**src/rtl/reduce_gate_pipe.sv**
```systemverilog
// reduce_gate_pipe: pipelined N-input bitwise AND/OR/XOR/NAND reduction.
// Each register stage is one level of a pairwise tree, and a single global
// advance enable moves the whole pipe. Mode, valid and partials stay in
// lock-step, so back-to-back beats with different modes never mix.

// One tree level: pairs adjacent partials from the previous level and
// registers the result together with its valid bit and mode.
module reduce_gate_stage #(
    parameter int WIDTH  = 1,
    parameter int NUM_IN = 3,
    parameter int CNT_IN = 3,    // live partials entering this level
    parameter bit LAST   = 1'b0  // final level applies the NAND inversion
) (
    input  logic                         clk_i,
    input  logic                         rst_ni,
    input  logic                         adv_i,
    input  logic                         vld_i,
    input  logic [1:0]                   mode_i,
    input  logic [NUM_IN-1:0][WIDTH-1:0] data_i,
    output logic                         vld_o,
    output logic [1:0]                   mode_o,
    output logic [NUM_IN-1:0][WIDTH-1:0] data_o
);
    localparam logic [1:0] M_OR   = 2'd1;
    localparam logic [1:0] M_XOR  = 2'd2;
    localparam logic [1:0] M_NAND = 2'd3;

    logic                           vld_q;
    logic [1:0]                     mode_q;
    logic [NUM_IN-1:0][WIDTH-1:0]   data_q;
    logic [NUM_IN-1:0][WIDTH-1:0]   data_d;
    // Zero-extended copy so the odd-pair lookahead never indexes past the end.
    logic [2*NUM_IN-1:0][WIDTH-1:0] ext;
    logic [WIDTH-1:0]               ident;
    logic [WIDTH-1:0]               a;
    logic [WIDTH-1:0]               b;

    // Combine pairs; an odd leftover partial meets the identity of the op,
    // which also makes a single-operand level a plain pass-through.
    always_comb begin
        ext    = {{(NUM_IN*WIDTH){1'b0}}, data_i};
        ident  = (mode_i == M_OR || mode_i == M_XOR) ? '0 : '1;
        data_d = '0;
        a      = '0;
        b      = '0;
        for (int i = 0; i < NUM_IN; i++) begin
            if (2*i < CNT_IN) begin
                a = ext[2*i];
                b = (2*i + 1 < CNT_IN) ? ext[2*i + 1] : ident;
                case (mode_i)
                    M_OR:    data_d[i] = a | b;
                    M_XOR:   data_d[i] = a ^ b;
                    default: data_d[i] = a & b;  // AND, and NAND before inversion
                endcase
            end
        end
        if (LAST && mode_i == M_NAND) data_d[0] = ~data_d[0];
    end

    // Stage register: loads from the predecessor whenever the pipe advances.
    always_ff @(posedge clk_i or negedge rst_ni) begin
        if (!rst_ni) begin
            vld_q  <= 1'b0;
            mode_q <= 2'd0;
            data_q <= '0;
        end else if (adv_i) begin
            vld_q  <= vld_i;
            mode_q <= mode_i;
            data_q <= data_d;
        end
    end

    assign vld_o  = vld_q;
    assign mode_o = mode_q;
    assign data_o = data_q;
endmodule

module reduce_gate_pipe #(
    parameter int WIDTH  = 1,
    parameter int NUM_IN = 3
) (
    input  logic                    clk,
    input  logic                    rst_n,
    input  logic                    in_valid,
    output logic                    in_ready,
    input  logic [1:0]              in_mode,
    input  logic [NUM_IN*WIDTH-1:0] in_data,
    output logic                    out_valid,
    input  logic                    out_ready,
    output logic [WIDTH-1:0]        out_data,
    output logic [1:0]              out_mode
);
    // Tree depth, at least one register even for a single operand.
    localparam int LAT = (NUM_IN <= 2) ? 1 : $clog2(NUM_IN);

    // Number of live partials entering tree level l.
    function automatic int lvl_cnt(input int l);
        int c;
        c = NUM_IN;
        for (int j = 0; j < l; j++) c = (c + 1) / 2;
        return c;
    endfunction

    // Index 0 is the input port; index s+1 is the output of stage s.
    logic [LAT:0]                         vld_pipe;
    logic [LAT:0][1:0]                    mode_pipe;
    logic [LAT:0][NUM_IN-1:0][WIDTH-1:0]  data_pipe;
    logic                                 adv;
    logic                                 unused_hi;

    assign vld_pipe[0]  = in_valid;
    assign mode_pipe[0] = in_mode;
    assign data_pipe[0] = in_data;

    // One enable for the whole pipe: move unless a result is stuck at the output.
    assign adv      = !vld_pipe[LAT] || out_ready;
    assign in_ready = adv;

    for (genvar s = 0; s < LAT; s++) begin : g_stage
        reduce_gate_stage #(
            .WIDTH  (WIDTH),
            .NUM_IN (NUM_IN),
            .CNT_IN (lvl_cnt(s)),
            .LAST   (s == LAT - 1)
        ) u_stage (
            .clk_i  (clk),
            .rst_ni (rst_n),
            .adv_i  (adv),
            .vld_i  (vld_pipe[s]),
            .mode_i (mode_pipe[s]),
            .data_i (data_pipe[s]),
            .vld_o  (vld_pipe[s+1]),
            .mode_o (mode_pipe[s+1]),
            .data_o (data_pipe[s+1])
        );
    end

    assign out_valid = vld_pipe[LAT];
    assign out_mode  = mode_pipe[LAT];
    assign out_data  = data_pipe[LAT][0];

    // Upper partials of the last level are always zero and go nowhere.
    assign unused_hi = ^data_pipe[LAT];
endmodule

```
**config.mk**
```make
export PLATFORM = sky130hd
export DESIGN_NAME = reduce_gate_pipe
export DESIGN_NICKNAME = d
export VERILOG_FILES = /design/src/rtl/reduce_gate_pipe.sv
export SDC_FILE = /design/constraint.sdc
export NUM_CORES = 1
export LEC_CHECK = 0
export BUFFER_PORTS_ARGS = -buffer_cell sky130_fd_sc_hd__buf_2
export CORE_AREA = 2 2 39 41
export CTS_CLUSTER_DIAMETER = 40
export CTS_CLUSTER_SIZE = 10
export DETAILED_ROUTE_END_ITERATION = 8
export DIE_AREA = 0 0 41 43
export HOLD_SLACK_MARGIN = 0.08
export SLEW_MARGIN = 0
export SYNTH_ARGS = -nofsm -noshare
export SYNTH_HDL_FRONTEND = slang
export SYNTH_SLANG_ARGS = --single-unit
```
**constraint.sdc**
```tcl
create_clock -name clk -period 1.6 [get_ports clk]
set_input_delay 0.08 -clock clk [delete_from_list [all_inputs] [get_ports clk]]
set_output_delay 0.08 -clock clk [all_outputs]
set_load 0.05 [all_outputs]
```
* Word level (Yosys, flattened, before mapping) *
Cells that the tools add are included.
W data, S select, Z words.

storage, ports and cells
  register bits after elaboration = 9
  input bits = 9
  output and inout bits = 5
  word-level logic and storage cells = 30

cells by class
  equality and inequality tests = 5
  multiplexer cells = 5
  bitwise logic cells = 10
  reductions and logical operators = 3

operators by type and width
  kind                  count
  $eq A2 B2 Y1 const B  3
  $pmux W1 S2           3
  $eq A2 B1 Y1 const B  2
  $and A1 B1 Y1         3
  $or A1 B1 Y1          3
  $xor A1 B1 Y1         3
  $logic_or A1 B1 Y1    2
  $mux W1               2
  $logic_not A1 Y1      1
  $not A1 Y1            1

* Longest topological paths before layout *
Gate-level depths: netlist of the first run.

  word-level depth = 5
  gate-level depth with buffers = 6
  gate-level depth less buffers = 6

* Cells and area by module *
A second synthesis of the first run with hierarchy kept.

unflattened totals
  cells, all modules = 60
  area total of the unflattened synthesis = 630.6 um2

by module, submodules not included
  module                                  times used  cells an instance  area an instance (um2)  seq. area each (um2)
  reduce_gate_stage (g_stage[1].u_stage)  1           31                 314.1                   100.1
  reduce_gate_stage (g_stage[0].u_stage)  1           28                 310.3                   125.1
  reduce_gate_pipe                        1           1                  6.3                     0.0

* Least setup slack after synthesis of the first run *
OpenSTA, ideal clock, no wires.

  path type = register to register
  start point = reg g_stage[1].u_stage.vld_q
  end point = reg g_stage[0].u_stage.data_q (netlist bit g_stage[0].u_stage.data_o[0])
  library setup time = 84 ps
  arrival time = 1253 ps
  data required time = 1516 ps
  path slack = 263 ps
  stages on the path, launching flop included = 5
  buffers on the path = 1
  clock period less this slack = 1337 ps
  cells stage by stage = dfrtp_1 -> nand2b_4 -> buf_2 -> nand3_1 -> o21ai_0

on the way
  word-level cells in the longest chain between the ends = 2

ends and longest elaborated chain
  element                 line  source
  start, declared         28    logic vld_q;
  start signal, assigned  67    vld_q <= vld_i;
  $logic_not A1 Y1        116   assign adv = !vld_pipe[LAT] || out_ready;
  $logic_or A1 B1 Y1      116
  named net in_ready      85    output logic in_ready,
  end signal, assigned    69    data_q <= data_d;
  end, declared           30    logic [NUM_IN-1:0][WIDTH-1:0] data_q;

The timed path passes the listed nets, and every way through them passes these cells.
A chain may end at the register's enable or synchronous reset.

* Final worst setup path of the first run *
  start point = in in_mode[0]
  end point = reg g_stage[0].u_stage.data_q (netlist bit g_stage[0].u_stage.data_o[1])

on the way
  word-level cells in the longest chain between the ends = 5
  elaborated cells on any way between the ends = 8
  those cells by class = eq/ne (2); mux (2); bitwise (3); reduce/logical (1)

ends and longest elaborated chain
  element                                              line    source
  start, declared                                      86      input logic [1:0] in_mode,
  $eq A2 B1 Y1 / $eq A2 B2 Y1 (equally long branches)  42, 50
  $logic_or A1 B1 Y1                                   42      ident = (mode_i == M_OR || mode_i == M_XOR) ? '0 : '1;
  $mux W1                                              42
  $and A1 B1 Y1 (tied with other cells)                53      default: data_d[i] = a & b;
  $pmux W1 S2 (*)                                      50      case (mode_i)

Every way passes the cells marked *; elsewhere a longest branch is shown, timed or not.

==> metrics.cfg, run 1 <==
[finish]
final_nets = 89
diodes = 0
fillers = 128
syn2layout_area_growth_pct = 27.1
final_area_um2 = 686
drive_gt1_share_pct = 31.4
fin_cells = 86

[sta]
worst_pin_slew_ns = 0.278
rsz0062_at_grt = no
setup_ws_ns = 0.192
setup_viol = 0
drv_slew = 0
max_slew_margin_pct = 81.2
finalHoldViolations = 0
max_freq_ghz = 0.710
fin_crit_sh_pct = 88.0
tns_ns = 0
skew_ns = 0.000806
layout_min_cycle_time_ns = 1.41

[die]
die_y_um = 43
row_count = 14
core_area_um2 = 1380
dieWidth_um = 41
design.die.area_um2 = 1760
design.portCount = 14
start_util_pct = 39.0

[yosys]
ys_seq_area_share_pct = 41.8
syn-num-nets = 68
ys_types = 17
syn-mean-instance-area_um2 = 10.8
netlist_area_um2 = 539
ys_ff_latch = 9
synth_warnings = 0
syn_inst = 50

[clocking]
cts_tree = built
cts-root-buf = clkbuf_4
numCtsBuffers = 3
cts_max_level = 1
ctsResizeCount = 0
clk_pin_slew_ns = 0.06
cts_setup_buffers = 0
hold_buffers = 4
clkLatencyLatePin_ns = 0.25
cts_sinks = 9
clk_path_buf_depth = 2

[placed_design]
place_ws_ns = 0.268
portBuffers = 13
place_inst = 78
gp_congestion = 0.698
dp_hpwl_um = 637
place_area_um2 = 619

[pwr]
power.density_nw_per_um2 = 1080
peakVddDrop_mv = 0.425
switchingPower_uw = 274
seqPwrFrac_pct = 39.5
clkPwrFrac_pct = 23.0
p_leak_nw = 0.362
comb_power_share_pct = 37.5
p_int_uw = 466
p_sw_share_pct = 37.0

[global_routing]
grt_pass1_vias = 387
grt_start_max_net_pins = 16
grt_pass1_wl_mm = 1.50
grt_usage_pct = 13.0
antenna_found_initial = 0
grt_overflow = 0

[setup_path]
cp-end-kind = flip-flop
rr_endpoint = g_stage[1].u_stage.data_o[0]
worstPathArrival_ns = 1.53
path_max_fanout = 3
r2r_cells = 6
required_ns = 1.72
rrSetupSlack_ns = 0.25
cp-start-kind = input port
path_class = input port to flip-flop
r2r_start = g_stage[0].u_stage.mode_o[0]

[hold_path]
hold_depth = 3
holdPathEnd = g_stage[0].u_stage.data_o[1]
hp-start = in_data[2]
hold_class = input port to flip-flop

[detailed_routing]
vias = 388
drt_iter0_drc = 11
drt_pre_antenna_iters = 2
drc = 0
antenna_left = 0
routed_wl_um = 821
wl_per_cell_um = 9.55
drt-vias-per-instance = 4.51

[status]
status = completed

[flow_run]
cap_viol_max_count = 0

==> placed cells by master (no fill, tap or decap) <==
master	n
a21oi_1	2
a21oi_2	1
a221o_1	1
buf_2	13
clkbuf_1	1
clkbuf_4	3
dfrtp_1	9
dlygate4sd3_1	4
ha_1	9
inv_1	9
mux2_2	3
nand2_1	2
nand2b_1	2
nand2b_4	2
nand3_1	1
nor2_1	1
nor2b_1	1
o21ai_0	4
o311ai_0	1
xnor2_1	1
==> synthesized netlist by cell type (all sizes together) <==
library cell / count / share of area (%)
inv: 9 / 6.3
o21ai: 4 / 3.7
mux2: 3 / 6.3
nor2: 1 / 0.70
buf: 1 / 0.93
nand2: 2 / 1.4
nand2b: 4 / 7.4
xnor2: 1 / 1.6
o311ai: 1 / 1.6
nand3: 1 / 0.93
a21oi: 3 / 3.5
ha: 9 / 21
a221o: 1 / 1.9
nor2b: 1 / 1.2
dfrtp: 9 / 42
==> metrics by stage <==
| stage | hold slack [ns] | power (mW) | util (%) |
|---|---|---|---|
| global placement | -0.0527 | 0.566 | 44.8 |
| CTS | 0.108 | 0.756 | 49.5 |
| detailed placement | -0.0556 | 0.571 | 44.8 |
| global route | 0.113 | 0.797 | 49.5 |
| floorplan | -0.216 | 0.507 | - |
| finish | 0.118 | 0.740 | 49.5 |
==> power by group through the flow <==
stage	logic, mW	clock network, mW	registers (mW)
floorplan	0.127	0	0.380
global placement	0.270	0	0.296
detailed placement	0.273	0	0.298
CTS	0.281	0.182	0.293
global route	0.304	0.193	0.301
finish	0.277	0.170	0.292
==> cells by family after synthesis <==
kind of cell	share of synthesized area [%]
AND/OR/NAND/NOR	11.6
flip-flops	41.8
multiplexers	6.26
XOR/XNOR	1.62
adder cells (fa/ha/maj)	20.9
AO/OA/AOI/OAI	10.7
buffers and inverters	7.19
==> sequential cells by signal, indices dropped and copies added (netlist names) <==
name	cells
g_stage.u_stage.vld_o	2
g_stage.u_stage.mode_o	4
g_stage.u_stage.data_o	3
==> worst max path at each step <==
stage,start,to,slack (ns),cells after the start
2_1_floorplan,g_stage[1].u_stage.vld_o,g_stage[0].u_stage.data_o[0],0.26,4
3_3_place_gp,g_stage[0].u_stage.mode_o[0],g_stage[1].u_stage.data_o[0],0.31,6
3_5_place_dp,g_stage[0].u_stage.mode_o[0],g_stage[1].u_stage.data_o[0],0.27,6
4_1_cts,in_mode[0],g_stage[0].u_stage.data_o[1],0.20,6
5_1_grt,in_mode[0],g_stage[0].u_stage.data_o[1],0.14,6
6_report,in_mode[0],g_stage[0].u_stage.data_o[1],0.19,6
==> routing by layer <==
layer | GRT usage (%) | share of wire [%] | vias up
li1 | - | - | 205
met1 | 15.2 | 46 | 172
met2 | 20.0 | 49 | 11
met3 | 4.71 | 4.4 | 0
met4 | 6.00 | 0 | 0
met5 | 0 | 0 | -
==> cell type report <==
| class | count | area (um^2) | share of cell area (%) |
|---|---|---|---|
| tap | 16 | 20.0 | 2.92 |
| timing repair buffer | 17 | 105 | 15.3 |
| multi-input combinational | 31 | 275 | 40.1 |
| sequential | 9 | 225 | 32.8 |
| clock buffer | 4 | 26.3 | 3.83 |
| inverter | 9 | 33.8 | 4.93 |
==> worst max-delay path: stages <==
cell           delay (ns)
dlygate4sd3_1        0.52
buf_2                0.13
inv_1                0.04
ha_1                 0.32
o311ai_0             0.31
o21ai_0              0.13
Note: power is estimated with default switching activity, not from simulation.
==> run 2, diff against run 1 <==
--- a/config.mk
+++ b/config.mk
@@ -6,12 +6,16 @@
 export NUM_CORES = 1
 export LEC_CHECK = 0
 export BUFFER_PORTS_ARGS = -buffer_cell sky130_fd_sc_hd__buf_2
-export CORE_AREA = 2 2 39 41
+export CELL_PAD_IN_SITES_DETAIL_PLACEMENT = 1
+export CELL_PAD_IN_SITES_GLOBAL_PLACEMENT = 2
+export CORE_MARGIN = 1.5
+export CORE_UTILIZATION = 30
 export CTS_CLUSTER_DIAMETER = 40
 export CTS_CLUSTER_SIZE = 10
 export DETAILED_ROUTE_END_ITERATION = 8
-export DIE_AREA = 0 0 41 43
 export HOLD_SLACK_MARGIN = 0.08
+export PLACE_DENSITY_LB_ADDON = 0.1
+export RECOVER_POWER = 25
 export SLEW_MARGIN = 0
 export SYNTH_ARGS = -nofsm -noshare
 export SYNTH_HDL_FRONTEND = slang
==> run 2 against run 1 <==
  * Cell count rose by 10%
  * Clock-buffer cell count fell by 1
  * Register-to-register slack improved by 0.02 ns
  * Maximum frequency rose by 2.2%
  * Sequential power barely moved
  * Critical endpoint unchanged
  * Largest cell class unchanged
  * Worst hold slack got worse by 0.013 ns
==> metrics.cfg, run 2 (synthesized netlist as in run 1, its figures left out) <==
[setup_path]
rrSetupSlack_ns = 0.27
worstPathArrival_ns = 1.51
required_ns = 1.73
r2r_start = g_stage[0].u_stage.mode_o[0]
path_max_fanout = 3
critical_path.max_stage_delay_ns = 0.52
critPathSlowestCell = dlygate4sd3_1
crit_buf_inv = 3
cp-start-kind = input port
cp-end-kind = flip-flop
critPathTopFamily = buffers and inverters
rr_endpoint = g_stage[1].u_stage.data_o[0]
path_class = input port to flip-flop
r2r_cells = 6
path_cells = dlygate4sd3_1 > buf_2 > inv_1 > ha_1 > o311ai_0 > o21ai_0

[clocking]
cts-root-buf = clkbuf_4
numCtsBuffers = 3
ctsResizeCount = 0
cts_max_level = 1
clk_path_buf_depth = 2
clkLatencyLatePin_ns = 0.26
clk_pin_slew_ns = 0.06
cts_tree = built
cts_sinks = 9

[die]
start_util_pct = 31.6
dieWidth_um = 45.4
die_y_um = 45.4
row_count = 15
design.die.area_um2 = 2060
design.portCount = 14
core_area_um2 = 1710

[detailed_routing]
drt-vias-per-instance = 4.16
drt_pre_antenna_iters = 3
routed_wl_um = 906
vias = 395
drt_iter0_drc = 2
antenna_left = 0
drc = 0
wl_per_cell_um = 9.54

[global_routing]
grt_pass1_vias = 422
grt_start_max_net_pins = 16
grt_overflow = 0
grt_usage_pct = 12.2
grt_pass1_wl_mm = 1.74
antenna_found_initial = 0

[sta]
max_freq_ghz = 0.726
tns_ns = 0
setup_viol = 0
skew_ns = 0.00526
layout_min_cycle_time_ns = 1.38
hold_ws_ns = 0.105
rsz0062_at_grt = no
drv_slew = 0
max_slew_margin_pct = 65.4
finalHoldViolations = 0
worst_pin_slew_ns = 0.519
fin_crit_sh_pct = 86.1

[finish]
syn2layout_area_growth_pct = 29.2
largest_reg_flops = 4
fin_cells = 95
final_cell_mix = 12 x buf_2, 9 x inv_1, 9 x ha_1, 9 x dfrtp_1
layout.cells.most_common = buf_2
drive_gt1_share_pct = 31.4
final_util_pct = 40.8
diodes = 0
final_nets = 89

[placed_design]
place_inst = 87
portBuffers = 13
dp_hpwl_um = 722
gp_congestion = 0.649

[hold_path]
hold_class = input port to flip-flop
hp-start = in_data[2]
hold_depth = 3
holdPathEnd = g_stage[0].u_stage.data_o[1]

[flow_run]
cap_viol_max_count = 0

[pwr]
peakVddDrop_mv = 0.568
p_leak_nw = 0.362
total_power_uw = 748
power.density_nw_per_um2 = 1070

[status]
status = completed

## run 2: cell count changes in the layout (fill, tap and decap cells not counted), sizes merged
cell / change
clkinv: +1
buf: -1
## run 2: repair_timing
item | 4_1_cts | 5_1_grt
hold buffers | 4 | 0
hold endpoints to repair | 12 | 0
buffers inserted | 0 | 0
## run 2: tightest hold or removal path: stages
cell      delay [ns]
buf_2           0.09
o311ai_0        0.07
o21ai_0         0.08
## run 2: metal layers
metal | share of wire, % | routed length, um | global-route usage, %
met5 | 0 | 0 | 0
met4 | 1.1 | 10 | 8.82
met2 | 44 | 402 | 17.2
met1 | 52 | 467 | 15.0
met3 | 2.8 | 25 | 4.76
## run 2: worst max-delay path by stage
stage | start | to | cells after the start
after global placement | g_stage[0].u_stage.mode_o[0] | g_stage[1].u_stage.data_o[0] | 6
after detailed placement | g_stage[0].u_stage.mode_o[0] | g_stage[1].u_stage.data_o[0] | 6
final | in_mode[0] | g_stage[0].u_stage.data_o[1] | 6
after CTS | in_mode[0] | g_stage[0].u_stage.data_o[1] | 6
after global routing | in_mode[0] | g_stage[0].u_stage.data_o[1] | 6
after floorplan | g_stage[1].u_stage.vld_o | g_stage[0].u_stage.data_o[0] | 4
## run 2: report_power, final
part | switching [mW] | total (mW) | internal, mW
Sequential | 0.0236 | 0.292 | 0.269
Clock | 0.0839 | 0.176 | 0.0923
Combinational | 0.178 | 0.280 | 0.101
## run 2: cell type report
cell class | instances | area (um^2)
Inverter | 9 | 33.8
Sequential cell | 9 | 225
Clock buffer | 3 | 22.5
Multi-Input combinational cell | 31 | 275
Fill cell | 201 | 1010
Timing Repair Buffer | 17 | 104
Clock inverter | 1 | 5.00
Tap cell | 25 | 31.3
## run 2: per-stage QoR
step	area, um^2	setup WS (ns)
2_1_floorplan	539	0.263
3_3_place_gp	631	0.292
3_5_place_dp	631	0.274
4_1_cts	698	0.221
5_1_grt	697	0.0775
6_report	697	0.222
==> run 3, diff against run 2 <==
--- a/config.mk
+++ b/config.mk
@@ -5,6 +5,7 @@
 export SDC_FILE = /design/constraint.sdc
 export NUM_CORES = 1
 export LEC_CHECK = 0
+export ABC_AREA = 1
 export BUFFER_PORTS_ARGS = -buffer_cell sky130_fd_sc_hd__buf_2
 export CELL_PAD_IN_SITES_DETAIL_PLACEMENT = 1
 export CELL_PAD_IN_SITES_GLOBAL_PLACEMENT = 2
==> run 3 against run 2 <==
  * Wire length increased by 18%
  * Clock skew shrank 0.0017 ns
  * Sequential cell count is the same
  * Via count rose by 13%
  * Register-to-register slack about the same
  * Non-clock buffer count did not move
  * Final area rose by 5.0%
  * Highest routed layer unchanged
  * First-iteration DRC count rose by 100%
==> metrics.cfg, run 3 <==
[sta]
skew_ns = 0.00356
drv_slew = 0
max_slew_margin_pct = 65.4
worst_pin_slew_ns = 0.519
rsz0062_at_grt = no
finalHoldViolations = 0
setup_ws_ns = 0.255
setup_viol = 0
max_freq_ghz = 0.744
fin_crit_sh_pct = 84.1
layout_min_cycle_time_ns = 1.34
hold_ws_ns = 0.103
tns_ns = 0

[placed_design]
place_inst = 103
place_ws_ns = 0.222
dp_hpwl_um = 840
portBuffers = 13
place_area_um2 = 677
gp_congestion = 0.788

[global_routing]
grt_pass1_vias = 461
grt_usage_pct = 11.7
grtUsageMet3_pct = 1.13
grt_pass1_wl_mm = 1.74
grt_overflow = 0
grt_start_max_net_pins = 11
grt_util_met1_pct = 13.5
grt_util_met2_pct = 20.0
busiest_layer = met2
antenna_found_initial = 0

[detailed_routing]
drt_iter0_drc = 4
vias = 447
drc = 0
drt-vias-per-instance = 4.06
antenna_left = 0
drt_pre_antenna_iters = 2
wl_per_cell_um = 9.72
routed_wl_mm = 1.07

[yosys]
synth_compound_area_share_pct = 11.6
netlist_area_um2 = 593
synthSimpleGateAreaFrac_pct = 17.5
synth_mux_area_share_pct = 0
synth_top_family_by_area = adder cells
ys_types = 17
synth_warnings = 0
netlist.area_leader.share_pct = 38.0
synth_fa_ha_area_share_pct = 19.0
syn-num-nets = 83
yosys-top-cells-count = 15 x inv_1, 11 x nand2_1, 9 x dfrtp_1, 9 x ha_1
ys_ff_latch = 9
syn_inst = 65
yosys-top-cells-area = dfrtp_1 38%, ha_1 19%, inv_1 9.5%
synth-xor-area-share_pct = 0
syn-mean-instance-area_um2 = 9.12
ys.flop_type = dfrtp_1
yosysTopAreaCell = dfrtp_1
synth_edf_count = 0
synth_most_common_cell = inv_1
ys_seq_area_share_pct = 38.0
async_reset_ff_share_pct = 100

[pwr]
power.density_nw_per_um2 = 1050
clkPwrFrac_pct = 22.4
seqPwrFrac_pct = 38.5
comb_power_share_pct = 39.1
switchingPower_uw = 308
peakVddDrop_mv = 0.305
p_int_uw = 459
p_leak_nw = 0.401
p_sw_share_pct = 40.1

[status]
status = completed

[setup_path]
path_class = flip-flop to flip-flop
path_max_fanout = 4
critPathTopFamily = simple AND/OR/NAND/NOR gates
rrSetupSlack_ns = 0.26
worstPathArrival_ns = 1.50
cp-start-kind = flip-flop
cpMostUsedCell = nand2_1
required_ns = 1.75
r2r_start = g_stage[0].u_stage.mode_o[0]
rr_endpoint = g_stage[1].u_stage.data_o[0]
critPathSlowestCell = dfrtp_1
r2r_cells = 8
crit_buf_inv = 2
cp-end-kind = flip-flop
critical_path.max_stage_delay_ns = 0.40
path_cells = inv_1 > ha_1 > inv_1 > or2_1 > nand2_1 > nand2_1 > nand3_1 > nand2_1

[die]
design.portCount = 14
row_count = 15
design.die.area_um2 = 2250
die_y_um = 47.5
dieWidth_um = 47.5
start_util_pct = 33.3
core_area_um2 = 1780

[clocking]
clk_pin_slew_ns = 0.06
cts_max_level = 1
ctsResizeCount = 0
numCtsBuffers = 3
cts_sinks = 9
clkLatencyLatePin_ns = 0.26
cts_setup_buffers = 0
clk_path_buf_depth = 2
cts-root-buf = clkbuf_4
cts_tree = built

[finish]
final_nets = 104
final_cell_mix = 15 x inv_1, 12 x buf_2, 11 x nand2_1
largest_reg_flops = 4
fin_cells = 110
final_area_um2 = 732
layout.cells.most_common = inv_1
drive_gt1_share_pct = 31.8
diodes = 0
syn2layout_area_growth_pct = 23.4

[flow_run]
cap_viol_max_count = 0

[hold_path]
hold_depth = 4
hold_class = input port to flip-flop
holdPathEnd = g_stage[1].u_stage.data_o[0]
hp-start = out_ready

run 3: cell types whose count changed after synthesis, sizes merged, moves of 2 or more:
cell / before / now
inv: 9 / 16
nand2: 2 / 15
a21oi: 3 / 1
nand3: 1 / 3
mux2: 3 / 0
o21ai: 4 / 6
nand2b: 4 / 0
run 3: worst max-delay path by stage:
stage | start | cells past startpoint | endpoint
2_1_floorplan | g_stage[1].u_stage.vld_o | 5 | g_stage[1].u_stage.data_o[0]
3_3_place_gp | g_stage[0].u_stage.mode_o[0] | 8 | g_stage[1].u_stage.data_o[0]
3_5_place_dp | g_stage[0].u_stage.mode_o[0] | 8 | g_stage[1].u_stage.data_o[0]
4_1_cts | g_stage[0].u_stage.mode_o[0] | 8 | g_stage[1].u_stage.data_o[0]
5_1_grt | g_stage[0].u_stage.mode_o[0] | 8 | g_stage[1].u_stage.data_o[0]
6_report | g_stage[0].u_stage.mode_o[0] | 8 | g_stage[1].u_stage.data_o[0]
run 3: cells by family after synthesis:
kind of cell / after synthesis
simple gates: 21
flops: 9
buf+inv: 17
compound gates: 9
fa+ha+maj: 9
run 3: worst reg2reg max path: cells and delay by family (launching register included):
| family | cells | cell delay, ns |
|---|---|---|
| adder cells (fa/ha/maj) | 1 | 0.28 |
| buffers and inverters | 2 | 0.13 |
| flip-flops | 1 | 0.40 |
| AND/OR/NAND/NOR | 5 | 0.43 |
run 3: metal layers:
layer | vias up | part of all wire, % | routed length (um)
li1 | 239 | - | -
met1 | 195 | 48 | 508
met2 | 11 | 48 | 517
met3 | 2 | 2.7 | 29
met4 | 0 | 1.1 | 12
met5 | - | 0 | 0
run 3: what timing repair did:
item                       CTS  global route
hold buffers                 3             0
hold endpoints to repair    11             0
setup endpoints to repair    0             0
run 3: stage by stage:
step | utilization (%) | total power, mW
global placement | 38.0 | 0.595
CTS | 41.1 | 0.788
detailed placement | 38.0 | 0.598
global route | 41.1 | 0.826
finish | 41.1 | 0.767
floorplan | - | 0.532
run 3: power groups by stage:
stage	Combinational, mW	Clock [mW]	Sequential, mW
detailed placement	0.298	0	0.300
floorplan	0.152	0	0.380
CTS	0.306	0.185	0.296
global placement	0.296	0	0.299
global route	0.334	0.190	0.303
finish	0.300	0.172	0.295
run 3: cell type report:
class                           instances  area [um^2]
Multi-Input combinational cell         39          285
Inverter                               16         62.6
Fill cell                             223         1050
Sequential cell                         9          225
Timing Repair Buffer                   17          101
Clock buffer                            4         26.3
Tap cell                               25         31.3
